===== config.mk =====
export PLATFORM = sky130hd
export DESIGN_NAME = mem_port_arbiter
export DESIGN_NICKNAME = d
export VERILOG_FILES = /design/src/rtl/mem_pkg.sv /design/src/rtl/arb_hold_counter.sv /design/src/rtl/mem_port_arbiter.sv
export SDC_FILE = /design/constraint.sdc
export NUM_CORES = 1
export LEC_CHECK = 0
export ABC_CLOCK_PERIOD_IN_PS = 3660
export CORE_UTILIZATION = 29
export CTS_CLUSTER_DIAMETER = 120
export DETAILED_ROUTE_END_ITERATION = 10
export PLACE_DENSITY = 0.85
export SLEW_MARGIN = 5
export SYNTH_ARGS = -nofsm -noshare
export SYNTH_HDL_FRONTEND = slang
export SYNTH_SLANG_ARGS = --single-unit

===== constraint.sdc =====
create_clock -name clk -period 3.66 [get_ports clk]
set_input_delay 0.549 -clock clk [delete_from_list [all_inputs] [get_ports clk]]
set_output_delay 0.549 -clock clk [all_outputs]
set_load 0.02 [all_outputs]

===== src/rtl/mem_pkg.sv =====
// mem_pkg: shared memory command encodings and arbiter state type
package mem_pkg;
  localparam logic [1:0] MNONE  = 2'b00;
  localparam logic [1:0] MREAD  = 2'b01;
  localparam logic [1:0] MWRITE = 2'b10;
  localparam logic [1:0] MILL   = 2'b11;
  typedef enum logic [1:0] {IDLE, GNT_CPU, GNT_DMA} arb_state_t;
  function automatic logic is_req(input logic [1:0] c);
    return c == MREAD || c == MWRITE;
  endfunction
endpackage


===== src/rtl/arb_hold_counter.sv =====
// arb_hold_counter: saturating count of consecutive cycles in one grant
module arb_hold_counter #(
  parameter int MAX_HOLD = 4
) (
  input  logic clk,
  input  logic reset,
  input  logic clear,
  input  logic enable,
  output logic at_max
);
  localparam int W = $clog2(MAX_HOLD + 1);
  localparam logic [W-1:0] MAX = W'(MAX_HOLD);
  logic [W-1:0] cnt;
  // clear loads 1 because entering a grant already counts as its first cycle
  always_ff @(posedge clk) begin
    if (reset) cnt <= '0;
    else if (clear) cnt <= W'(1);
    else if (enable && cnt != MAX) cnt <= cnt + 1'b1;
  end
  assign at_max = cnt == MAX;
endmodule


===== src/rtl/mem_port_arbiter.sv =====
// mem_port_arbiter: round-robin sharing of one memory port between CPU and DMA
module mem_port_arbiter
  import mem_pkg::*;
#(
  parameter int ADDR_W   = 9,
  parameter int DATA_W   = 16,
  parameter int MAX_HOLD = 4
) (
  input  logic              clk,
  input  logic              reset,
  input  logic [1:0]        cpu_cmd,
  input  logic [ADDR_W-1:0] cpu_addr,
  input  logic [DATA_W-1:0] cpu_wdata,
  output logic              cpu_gnt,
  output logic              cpu_rvalid,
  input  logic [1:0]        dma_cmd,
  input  logic [ADDR_W-1:0] dma_addr,
  input  logic [DATA_W-1:0] dma_wdata,
  output logic              dma_gnt,
  output logic              dma_rvalid,
  output logic [1:0]        mem_cmd,
  output logic [ADDR_W-1:0] mem_addr,
  output logic [DATA_W-1:0] mem_wdata,
  input  logic [DATA_W-1:0] mem_rdata,
  output logic              cmd_err
);
  arb_state_t state, next_state;
  logic last_dma, at_max, cpu_req, dma_req, entering, unused_rdata;
  assign unused_rdata = ^mem_rdata;
  assign cpu_req = is_req(cpu_cmd);
  assign dma_req = is_req(dma_cmd);
  assign cpu_gnt = state == GNT_CPU;
  assign dma_gnt = state == GNT_DMA;
  assign entering = next_state != IDLE && next_state != state;
  // next grant: keep the owner until it stops or its burst expires under contention
  always_comb begin
    next_state = IDLE;
    case (state)
      IDLE:    next_state = cpu_req && dma_req ? (last_dma ? GNT_CPU : GNT_DMA) :
                            cpu_req ? GNT_CPU : dma_req ? GNT_DMA : IDLE;
      GNT_CPU: next_state = cpu_req && !(dma_req && at_max) ? GNT_CPU : dma_req ? GNT_DMA : IDLE;
      GNT_DMA: next_state = dma_req && !(cpu_req && at_max) ? GNT_DMA : cpu_req ? GNT_CPU : IDLE;
      default: next_state = IDLE;
    endcase
  end
  arb_hold_counter #(.MAX_HOLD(MAX_HOLD)) u_hold (
    .clk    (clk),
    .reset  (reset),
    .clear  (entering),
    .enable (next_state == state && state != IDLE),
    .at_max (at_max)
  );
  // state, round-robin pointer, read-valid flags and sticky illegal-command flag
  always_ff @(posedge clk) begin
    if (reset) begin
      state      <= IDLE;
      last_dma   <= 1'b1;
      cpu_rvalid <= 1'b0;
      dma_rvalid <= 1'b0;
      cmd_err    <= 1'b0;
    end else begin
      state      <= next_state;
      if (entering) last_dma <= next_state == GNT_DMA;
      cpu_rvalid <= cpu_gnt && cpu_cmd == MREAD;
      dma_rvalid <= dma_gnt && dma_cmd == MREAD;
      if ((cpu_gnt && cpu_cmd == MILL) || (dma_gnt && dma_cmd == MILL)) cmd_err <= 1'b1;
    end
  end
  // forward the granted requester to RAM; an illegal command is squashed to NONE
  always_comb begin
    mem_cmd   = cpu_gnt ? (cpu_cmd == MILL ? MNONE : cpu_cmd) :
                dma_gnt ? (dma_cmd == MILL ? MNONE : dma_cmd) : MNONE;
    mem_addr  = cpu_gnt ? cpu_addr : dma_gnt ? dma_addr : '0;
    mem_wdata = cpu_gnt ? cpu_wdata : dma_gnt ? dma_wdata : '0;
  end
endmodule


* Word-level counts from Yosys, hierarchy flattened
Cells that the tools add are included.
Word-level totals: flip-flop bits (word level) 9, latch bits 0, memory bits (writable) 0, ROM bits 0, output and inout port bits 32, memories kept 0
Cells by class: add/subtract/negate cells 1, multipliers 0, divide/modulo/power cells 0, magnitude comparators 0, equality and inequality tests 13, shift operators 0, muxes and demuxes 18, bitwise logic cells 0, reduce and logical (&&, ||, !) cells 22
Operators with widths (number):
- 2-to-1 mux 16 bit | 2
- 2-to-1 mux 2 bit | 10
- 2-to-1 mux 9 bit | 2
- equality test 2 bit (second input constant) | 6
- logical AND 1 bit | 12
- equality test 2 x 1 -> 1 bit (second input constant) | 3
- one-hot mux 2 bit (3 select lines) | 1
- nonzero test 2 bit | 3
- adder 3 x 1 -> 3 bit (second input constant) | 1
- equality test 3 bit (second input constant) | 1
- logical OR 1 bit | 3
- 2-to-1 mux 1 bit | 3
- inequality test 3 bit (second input constant) | 1
- equality test 2 bit | 1
- logical NOT 1 bit | 2
- logical NOT 2 bit | 1
- inequality test 2 bit | 1
- OR reduction 2 bit | 1

* Depth between registers and ports, before layout
Gate-level depths: netlist of run 1.
depth in word-level cells 12, mapped depth 6

* Hierarchy
A second synthesis of run 1 with hierarchy kept.
Unflattened totals: cells, all modules 96, area total of the unflattened synthesis 897.1 sq um
By module, submodules not included:
- mem_port_arbiter | times used 1, cells an instance 78, area an instance 713.2 sq um
- arb_hold_counter | times used 1, cells an instance 18, area an instance 183.9 sq um

* Least setup slack after synthesis of run 1
OpenSTA, ideal clock, no wires.
path kind flip-flop to output port, from register state[1], to output mem_addr[3], data arrival time 1124 ps, slack 1987 ps, stages on the path, launching flop included 7, buffers on the path 3, cell sequence dfxtp_1 > buf_6 > nand2b_4 > inv_2 > buf_6 > buf_6 > a22o_1
Between the ends: cells in the longest elaborated chain, start to end 3, elaborated cells on any way between the ends 4, classes of those cells eq/ne (2); mux (2)
Ends and longest elaborated chain:
- start: declaration | line mem_port_arbiter.sv:27 | arb_state_t state, next_state;
- start signal: assignment | line mem_port_arbiter.sv:62 | state <= next_state;
- equality test 2 bit | line mem_port_arbiter.sv:33 | assign dma_gnt = state == GNT_DMA;
- 2-to-1 mux 9 bit | line mem_port_arbiter.sv:73 | mem_addr = cpu_gnt ? cpu_addr : dma_gnt ? dma_addr : '0;
- 2-to-1 mux 9 bit (*) | line mem_port_arbiter.sv:73
- end: declaration | line mem_port_arbiter.sv:22 | output logic [ADDR_W-1:0] mem_addr,
Every way passes the cells marked *; elsewhere a longest branch is shown, timed or not.

* Final worst setup path of run 1
from register state[1], to output mem_addr[1]
The elaborated chain is that of the path after synthesis.

==> impl_metrics.py, run 1 <==
metrics = {
    "floorplan": {
        "fp.dieH_um": 57.43,
        "coreArea_sq_um": 2829,
        "pin_count": 104,
        "rows": 19,
        "fp.dieW_um": 57.43,
        "die_area_sq_um": 3298,
        "start_util": 0.3149,
    },
    "drt": {
        "routedWlPerCell_um": 17.20,
        "ant_nets": 0,
        "routed_wl_mm": 3.680,
        "vias": 1146,
        "dr.first_iter.drc_count": 91,
        "vias_per_cell": 5.355,
        "drt_pass1_iterations": 7,
        "drc_errors": 10,
    },
    "placement": {
        "hpwl_mm": 2.899,
        "gp_congestion": 0.7634,
        "numPortBuffers": 87,
    },
    "cts": {
        "cts_hold_buf": 0,
        "cts_tree": "built",
        "clock_path_buffers": 2,
        "clk_pin_slew_ps": 60,
        "worstSkewPairLatency_ps": 260,
        "cts_made_buffers": 3,
        "htree_levels": 1,
        "cts_resized": 0,
        "cts_root_buf": "clkbuf_4",
        "cts_post_setup_buffers_inserted": 0,
        "cts.sinks": 9,
    },
    "timing": {
        "setup_violations": 0,
        "hold_ws_ps": 482.2,
        "hold_viol": 0,
        "worst_slew_pin_slew_ps": 716.2,
        "tns_ps": 0,
        "drv_slew": 0,
        "fmax_mhz": 350.5,
        "grt_setup_unrepaired": "false",
        "fin_crit_sh": 0.7794,
        "finClkSkew_ps": 4.322,
        "min_period_ps": 2853,
        "max_slew_margin": 0.5215,
    },
    "logic_synthesis": {
        "syn_nets": 181,
        "syn_area_per_cell_sq_um": 8.909,
        "synth_seq_cells": 9,
        "synth_top_area_share": 0.2556,
        "postSynthCellCount": 100,
        "synth_area_leaders": "a22o_1 (26%), dfxtp_1 (20%), ha_1 (13%)",
        "synthDistinctLibCells": 32,
        "yosys.area_share.adder": 0.1264,
        "synth-xor-area-share": 0,
        "synth-compound-area-share": 0.4256,
        "synth_mux_area_frac": 0.01124,
        "ys_seq_area_frac": 0.2022,
        "yosysWarnings": 0,
        "synth-simple-area-share": 0.1222,
        "synth_area_sq_um": 890.9,
        "synth_top_family_by_area": "compound AO/OA/AOI/OAI gates",
        "yosys.area.top_type": "a22o_1",
    },
    "worst_setup_path": {
        "crit_buf_inv": 1,
        "critPathArrivalTime_ps": 2300,
        "cp-end-kind": "output port",
        "critPathKind": "register to output port",
        "r2r_cells": 4,
        "cpMaxStageDelayCell": "nor2b_4",
        "crit_cells": 3,
        "crit_chain": "nor2b_4 > a22o_1 > clkdlybuf4s50_1",
        "cp-start-kind": "register",
        "worst-path-max-fanout": 30,
        "critical_path.top_delay_family": "simple AND/OR/NAND/NOR gates",
        "cpPeakStageDelay_ps": 670,
        "crit_required_ps": 3110,
    },
    "final_layout": {
        "mostFrequentLayoutCells": "clkdlybuf4s50_1 (87), a22o_1 (26), ha_1 (9), dfxtp_1 (9), inv_1 (8)",
        "diodes": 0,
        "drive_above_1_share": 0.04372,
        "nets": 265,
        "syn2layout_area_growth_pct": 97.61,
        "layout_commonest_cell": "clkdlybuf4s50_1",
    },
    "global_routing": {
        "overflow": 0,
        "gr-usage-all-layers": 0.2083,
        "antenna_found_initial": 0,
        "grt_first_pass_wirelength_mm": 5.292,
        "grt_pass1_vias": 1091,
        "grt_max_degree": 31,
    },
    "power_and_ir_drop": {
        "power_density_nw_per_um2": 266.1,
        "leakage_nw": 0.7030,
        "vdd_ir_drop_max_mv": 0.1759,
    },
    "min_path": {
        "min_path_type": "register to register",
        "whs_path_depth": 2,
    },
    "flow_run": {
        "cap_violations": 0,
    },
    "outcome": {
        "run_status": "finished with violations",
        "failed_checks": "DRC",
    },
}
[synth_stat cells]
library cell   n
a2111oi_0      1
a211oi_1       1
a21boi_1       1
a21o_1         2
a21oi_1        5
a221o_1        1
a221oi_2       1
a22o_1        26
a311oi_1       1
and2_1         1
and4b_1        1
buf_2          2
buf_4          3
buf_6          3
dfxtp_1        9
ha_1           9
inv_1          8
inv_2          1
mux2i_1        1
nand2_1        4
nand2b_4       1
nand3_1        2
nand3b_1       1
nor2_1         4
nor2b_4        1
nor3_1         2
nor3b_1        1
o21ai_0        2
o21bai_1       1
o22ai_1        1
o2bb2ai_2      1
o31ai_1        2
[per-layer routing]
layer  GRT usage  vias to the layer above  wire [um]
met4     0.05226                        0         80
met1      0.2210                      530       1368
li1            -                      549          -
met5           0                        -          0
met3     0.06576                        8        405
met2      0.3937                       59       1826
[cell families after synthesis]
| group | Yosys count |
|---|---|
| mux | 1 |
| simple gates | 18 |
| fa+ha+maj | 9 |
| buf+inv | 17 |
| compound gates | 46 |
| flops | 9 |
[power by group]
group          switching [mW]  leakage (nW)  internal [mW]
Sequential            0.00969        0.0737          0.105
Combinational           0.127         0.614          0.153
Clock                  0.0326        0.0150         0.0419
[layout make-up]
type	count	area (sq um)
clock buffers	4	26.28
well taps	31	38.79
repair buffers	87	870.8
inverters	9	33.78
flip-flops and latches	9	180.2
multi-input cells	74	610.6
fillers	256	1069
[tightest hold or removal path: stages, from the launching register on]
cell,delay [ps]
dfxtp_1,340
a221oi_2,40
nor2_1,70
[metrics by stage]
step | area (sq um) | utilization | power, mW | setup slack (ps) | std cells
floorplan | 890.9 | - | 0.2579 | 1987 | 100
global placement | 1734 | 0.6130 | 0.3861 | 1013 | 210
detailed placement | 1734 | 0.6130 | 0.3943 | 1005 | 210
CTS | 1760 | 0.6223 | 0.4722 | 794.9 | 214
global route | 1760 | 0.6223 | 0.4916 | 691.5 | 214
finish | 1760 | 0.6223 | 0.4685 | 807.3 | 214
[path summary, 6_finish.rpt]
check            from             to  slack (ps)
max          state[1]    mem_addr[1]         810
min           cmd_err        cmd_err         480
max reg2reg  state[1]  u_hold.cnt[2]        1860
min reg2reg   cmd_err        cmd_err         480
[registers in the layout, summed over array words and instances, names as in the netlist]
name	count
cpu_rvalid	1
state	2
cmd_err	1
u_hold.cnt	3
dma_rvalid	1
last_dma	1
Note: power is estimated with default switching activity, not from simulation.
==> run 2, diff against run 1 <==
ABC_CLOCK_PERIOD_IN_PS = 2300   (was 3660)
CORE_UTILIZATION = 24   (was 29)
PLACE_DENSITY = 0.75   (was 0.85)
clock period = 2.3 ns   (was 3.66 ns; I/O delays follow)
==> run 2 against run 1 <==
Global-route usage decreased by 3.4 points. Clock skew down 1.3 ps. Sequential share of layout area decreased by 0.33 points. Sequential cell count did not move. Die area grew 20%. Core utilization fell by 9.0 points. The flow now finishes without violations. Critical path depth grew 2. Worst hold slack better by 39 ps. Via count decreased by 2.0%.
==> impl_metrics.py, run 2 (synthesized netlist as in run 1, its figures left out) <==
metrics = {
    "min_path": {
        "min_path_type": "register to register",
        "whs_path_depth": 2,
        "hold_start": "cmd_err",
        "whs_endpoint": "cmd_err",
    },
    "global_routing": {
        "met1_usage": 0.1889,
        "use_met3": 0.04745,
        "overflow": 0,
        "top_usage_layer": "met2",
        "gr-usage-all-layers": 0.1738,
        "antenna_found_initial": 0,
        "grt_pass1_vias": 1133,
        "met2_usage": 0.3185,
        "grt_first_pass_wirelength_mm": 5.506,
        "grt_max_degree": 30,
    },
    "timing": {
        "hold_viol": 0,
        "drv_slew": 0,
        "tns_ps": 0,
        "worst_slew_pin_slew_ps": 353.5,
        "fmax_mhz": 453.3,
        "finClkSkew_ps": 3.024,
        "fin_crit_sh": 0.9592,
        "min_period_ps": 2206,
        "max_slew_margin": 0.7582,
        "setup_violations": 0,
        "grt_setup_unrepaired": "false",
    },
    "power_and_ir_drop": {
        "vdd_ir_drop_max_mv": 0.2831,
        "leakage_nw": 0.7418,
        "power_density_nw_per_um2": 446.7,
    },
    "placement": {
        "numPortBuffers": 87,
        "dp_cells": 227,
        "gp_congestion": 0.7430,
        "hpwl_mm": 2.771,
    },
    "worst_setup_path": {
        "cp-start-kind": "register",
        "cp-end-kind": "output port",
        "crit_required_ps": 1960,
        "regToRegStartpoint": "u_hold.cnt[0]",
        "crit_chain": "buf_4 > nor2b_4 > buf_12 > a22o_1 > clkdlybuf4s50_1",
        "r2r_end": "u_hold.cnt[2]",
        "regToRegSetupSlack_ps": 830,
        "critical_path.top_delay_family": "buffers and inverters",
        "worst-path-max-fanout": 29,
        "cpMaxStageDelayCell": "clkdlybuf4s50_1",
        "critPathArrivalTime_ps": 1860,
        "r2r_cells": 6,
        "cpPeakStageDelay_ps": 620,
        "critPathKind": "register to output port",
        "crit_buf_inv": 3,
    },
    "floorplan": {
        "coreArea_sq_um": 3442,
        "start_util": 0.2588,
        "fp.dieW_um": 62.93,
        "pin_count": 104,
        "fp.dieH_um": 62.93,
        "rows": 21,
        "die_area_sq_um": 3960,
    },
    "final_layout": {
        "drive_above_1_share": 0.05946,
        "mostFrequentLayoutCells": "clkdlybuf4s50_1 (86), a22o_1 (26), ha_1 (9)",
        "nets": 267,
        "top_register": "u_hold.cnt",
        "layout_commonest_cell": "clkdlybuf4s50_1",
        "diodes": 0,
        "largest_reg_flops": 3,
        "instances_no_fill": 231,
        "syn2layout_area_growth_pct": 105.6,
        "reg.largest.list": "u_hold.cnt (3), state (2)",
    },
    "drt": {
        "ant_nets": 0,
        "vias": 1123,
        "vias_per_cell": 4.861,
        "drt_pass1_iterations": 4,
        "drc_errors": 0,
        "routed_wl_mm": 3.510,
        "routedWlPerCell_um": 15.19,
        "dr.first_iter.drc_count": 54,
    },
    "flow_run": {
        "cap_violations": 0,
    },
    "cts": {
        "clk_pin_slew_ps": 50,
        "cts_post_setup_buffers_inserted": 0,
        "htree_levels": 1,
        "cts_tree": "built",
        "cts_made_buffers": 3,
        "cts_root_buf": "clkbuf_8",
        "worstSkewPairLatency_ps": 230,
        "clock_path_buffers": 2,
        "cts.sinks": 9,
    },
    "outcome": {
        "run_status": "complete, no violations",
    },
}
## run 2: metrics by stage
step                cell area (sq um)  utilization  setup WS (ps)  power (mW)  hold slack (ps)
finish                           1832       0.5322          93.87      0.8183            520.8
global route                     1832       0.5322         0.1914      0.8669            565.5
CTS                              1829       0.5314          75.40      0.8278            524.9
detailed placement               1780       0.5173          91.90      0.6340            512.1
global placement                 1780       0.5173          94.48      0.6244            472.5
floorplan                       890.9            -          831.2      0.4105            417.1
## run 2: final cells by class
class	instances	area (sq um)
Inverter	9	36.28
Sequential cell	9	181.4
Clock buffer	4	45.04
Timing Repair Buffer	89	900.9
Multi-Input combinational cell	74	610.6
Tap cell	46	57.56
Fill cell	317	1610
## run 2: routing by layer
layer / part of all wire / routed length, um / up-vias
met5: 0 / 0 / -
li1: - / - / 553
met3: 0.087 / 306 / 4
met1: 0.39 / 1364 / 516
met4: 0.013 / 44 / 0
met2: 0.51 / 1794 / 50
## run 2: repair_timing
action / CTS / global route
gates resized for setup: 2 / 1
endpoints found under the setup margin: 27 / 1
pin swaps: 0 / 0
endpoints found under the hold margin: 0 / 0
hold buffers: 0 / 0
## run 2: worst max-delay path by stage
stage,startpoint,end,slack [ps],depth (start not counted)
global route,state[0],mem_addr[4],0.2,5
detailed placement,cpu_cmd[0],mem_cmd[1],90,5
floorplan,state[1],mem_addr[3],830,6
finish,state[0],mem_addr[4],90,5
global placement,cpu_cmd[0],mem_cmd[1],90,5
CTS,state[0],mem_cmd[0],80,6
## run 2: worst register-to-register path: cells and delay by family (launching register included)
kind                       cells  cell delay [ps]
AOI/OAI and AO/OA              1              180
DFF                            1              370
buffers and inverters          1               60
and+or+nand+nor                3              560
adders and majority gates      1              220
## run 2: where the power goes
part           internal (mW)  switching (mW)
clock                  0.121          0.0647
combinational          0.251           0.201
sequential             0.168          0.0124
==> RTL edit: new RTL, flow settings as in run 2 <==
The parameter `ADDR_W` goes from 9 to 10.
--- a/src/rtl/mem_port_arbiter.sv
+++ b/src/rtl/mem_port_arbiter.sv
@@ -3,5 +3,5 @@
   import mem_pkg::*;
 #(
-  parameter int ADDR_W   = 9,
+  parameter int ADDR_W   = 10,
   parameter int DATA_W   = 16,
   parameter int MAX_HOLD = 4
Ports: changed (resized cpu_addr, dma_addr and mem_addr); port bits go from 104 to 107. The function was not compared with the original's and may differ.
==> RTL edit against run 2 <==
Power is 9.0% higher; critical path depth unchanged; setup slack got worse by 0.017 ns; sequential cell count is the same; synthesized area is 9.7% higher; clock skew rose by 0.0016 ns; design area grew 14%; worst hold slack worse by 0.034 ns; via count grew 14%; routed wire length rose by 3.3%; clock power about the same; critical path type unchanged.
==> RTL edit: results (changes against run 2) <==
| Metric | Value |
|---|---|
| Final nets | `292 (+9.4%)` |
| Share of final-layout standard cells stronger than drive strength 1 | `0.0962 (+0.0367)` |
| Outcome | `complete, no violations` |
| Max VDD drop | `0.446 mV (+58%)` |
| Average wire per standard cell | `14.2 µm (-6.8%)` |
| Headroom to the max-slew limit | `0.786 (+0.0280)` |
| Met3 layer wire length in the routed design | `367 µm (+20%)` |
| Max Fanout on Critical Path | `22 (-24%)` |
| Fraction of the yosys area taken by sequential cells | `0.184 (-0.0179)` |
| Metal-1 WL | `1570 µm (+15%)` |
| Filler cells | `349 (+10%)` |
| Number of distinct library cell variants in the gate-level netlist after synthesis | `35 (+9.4%)` |
| Vias per cell | `5.01 (+3.0%)` |
| Syn_nets | `200 (+10%)` |
| Wire length of the first global-routing pass | `5480 µm (-0.51%)` |
| Aggregate global-route resource usage | `0.164 (-0.00963)` |
| P_leak | `1.24 nW (+68%)` |
| Detail Placement HPWL | `2900 µm (+4.7%)` |
| DRT iter0 DRCs | `56 (+3.7%)` |
| Maximum clock skew at final layout | `0.00465 ns (+0.00163 ns)` |
| Pin count of the biggest net entering global routing | `23 (-23%)` |
| Worst-case register-to-register setup slack | `0.53 ns (-0.30 ns)` |
| WP data arrival | `1.88 ns (+0.02 ns)` |
| Biggest area contributors in the synthesized netlist | `sky130_fd_sc_hd__a22o_1, sky130_fd_sc_hd__dfxtp_1, sky130_fd_sc_hd__ha_1` |
| Synth Area per Inst | `8.35 µm² (-6.2%)` |
| Final hold slack | `0.487 ns (-0.0338 ns)` |
| Met2 wirelength from detailed routing | `1650 µm (-8.2%)` |
| Most used standard cells in the synthesized netlist | `sky130_fd_sc_hd__a22o_1, sky130_fd_sc_hd__inv_1, sky130_fd_sc_hd__dfxtp_1, sky130_fd_sc_hd__ha_1` |
| Endpoint of the lowest-slack register-to-register path | `u_hold.cnt[0]` |
[RTL edit: through the flow]
stage	area [µm²]	utilization	worst slack, ns
CTS	2020	0.535	0.0307
floorplan	977	-	0.571
global route	2080	0.552	0.00361
global placement	1970	0.523	0.0207
finish	2080	0.552	0.0764
detailed placement	1970	0.523	-0.0106
[RTL edit: final cells by class]
class | count | area share
Clock buffer | 3 | 0.0198
Clock inverter | 1 | 0.00240
Inverter | 11 | 0.0198
Multi-Input combinational cell | 86 | 0.338
Sequential cell | 9 | 0.0871
Tap cell | 48 | 0.0288
Timing Repair Buffer | 98 | 0.505
[RTL edit: kinds of logic (layout without fill, tap and decap cells)]
| family | after synthesis | after routing | synth area share |
|---|---|---|---|
| AO/OA/AOI/OAI | 57 | 57 | 0.470 |
| buffers and inverters | 22 | 113 | 0.101 |
| AND/OR/NAND/NOR | 18 | 18 | 0.110 |
| adder cells (fa/ha/maj) | 9 | 9 | 0.115 |
| flip-flops | 9 | 9 | 0.184 |
| XOR/XNOR | 1 | 1 | 0.00896 |
| multiplexers | 1 | 1 | 0.0102 |
[RTL edit: how the worst max path moves through the flow]
stage                from       endpoint  slack, ns  cells past startpoint
2_1_floorplan  cpu_cmd[0]  u_hold.cnt[0]       0.57                      6
3_3_place_gp   cpu_cmd[0]  u_hold.cnt[0]       0.02                      7
3_5_place_dp   cpu_cmd[0]  u_hold.cnt[0]      -0.01                      7
4_1_cts          state[1]    mem_addr[7]       0.03                      5
5_1_grt          state[1]    mem_addr[5]      0.004                      5
6_report         state[1]   mem_wdata[5]       0.08                      5
[RTL edit: worst max-delay path, stage by stage (launching register included)]
cell	delay, ns
sky130_fd_sc_hd__dfxtp_2	0.39
sky130_fd_sc_hd__inv_1	0.14
sky130_fd_sc_hd__nor2_2	0.20
sky130_fd_sc_hd__buf_12	0.18
sky130_fd_sc_hd__a22o_1	0.13
sky130_fd_sc_hd__clkdlybuf4s50_1	0.60
[RTL edit: power breakdown]
part	internal, mW	total [mW]	switching [mW]
sequential	0.169	0.182	0.0133
clock	0.118	0.186	0.0671
combinational	0.288	0.524	0.236
[RTL edit: what timing repair did]
action	CTS	global route
pin swaps	0	0
resized for setup	1	26
endpoints found under the setup margin	28	26
[RTL edit: layer usage]
metal,global-route usage,vias to the layer above
met5,0,-
met4,0.0571,0
met3,0.0241,5
met2,0.298,62
met1,0.192,578
li1,-,637
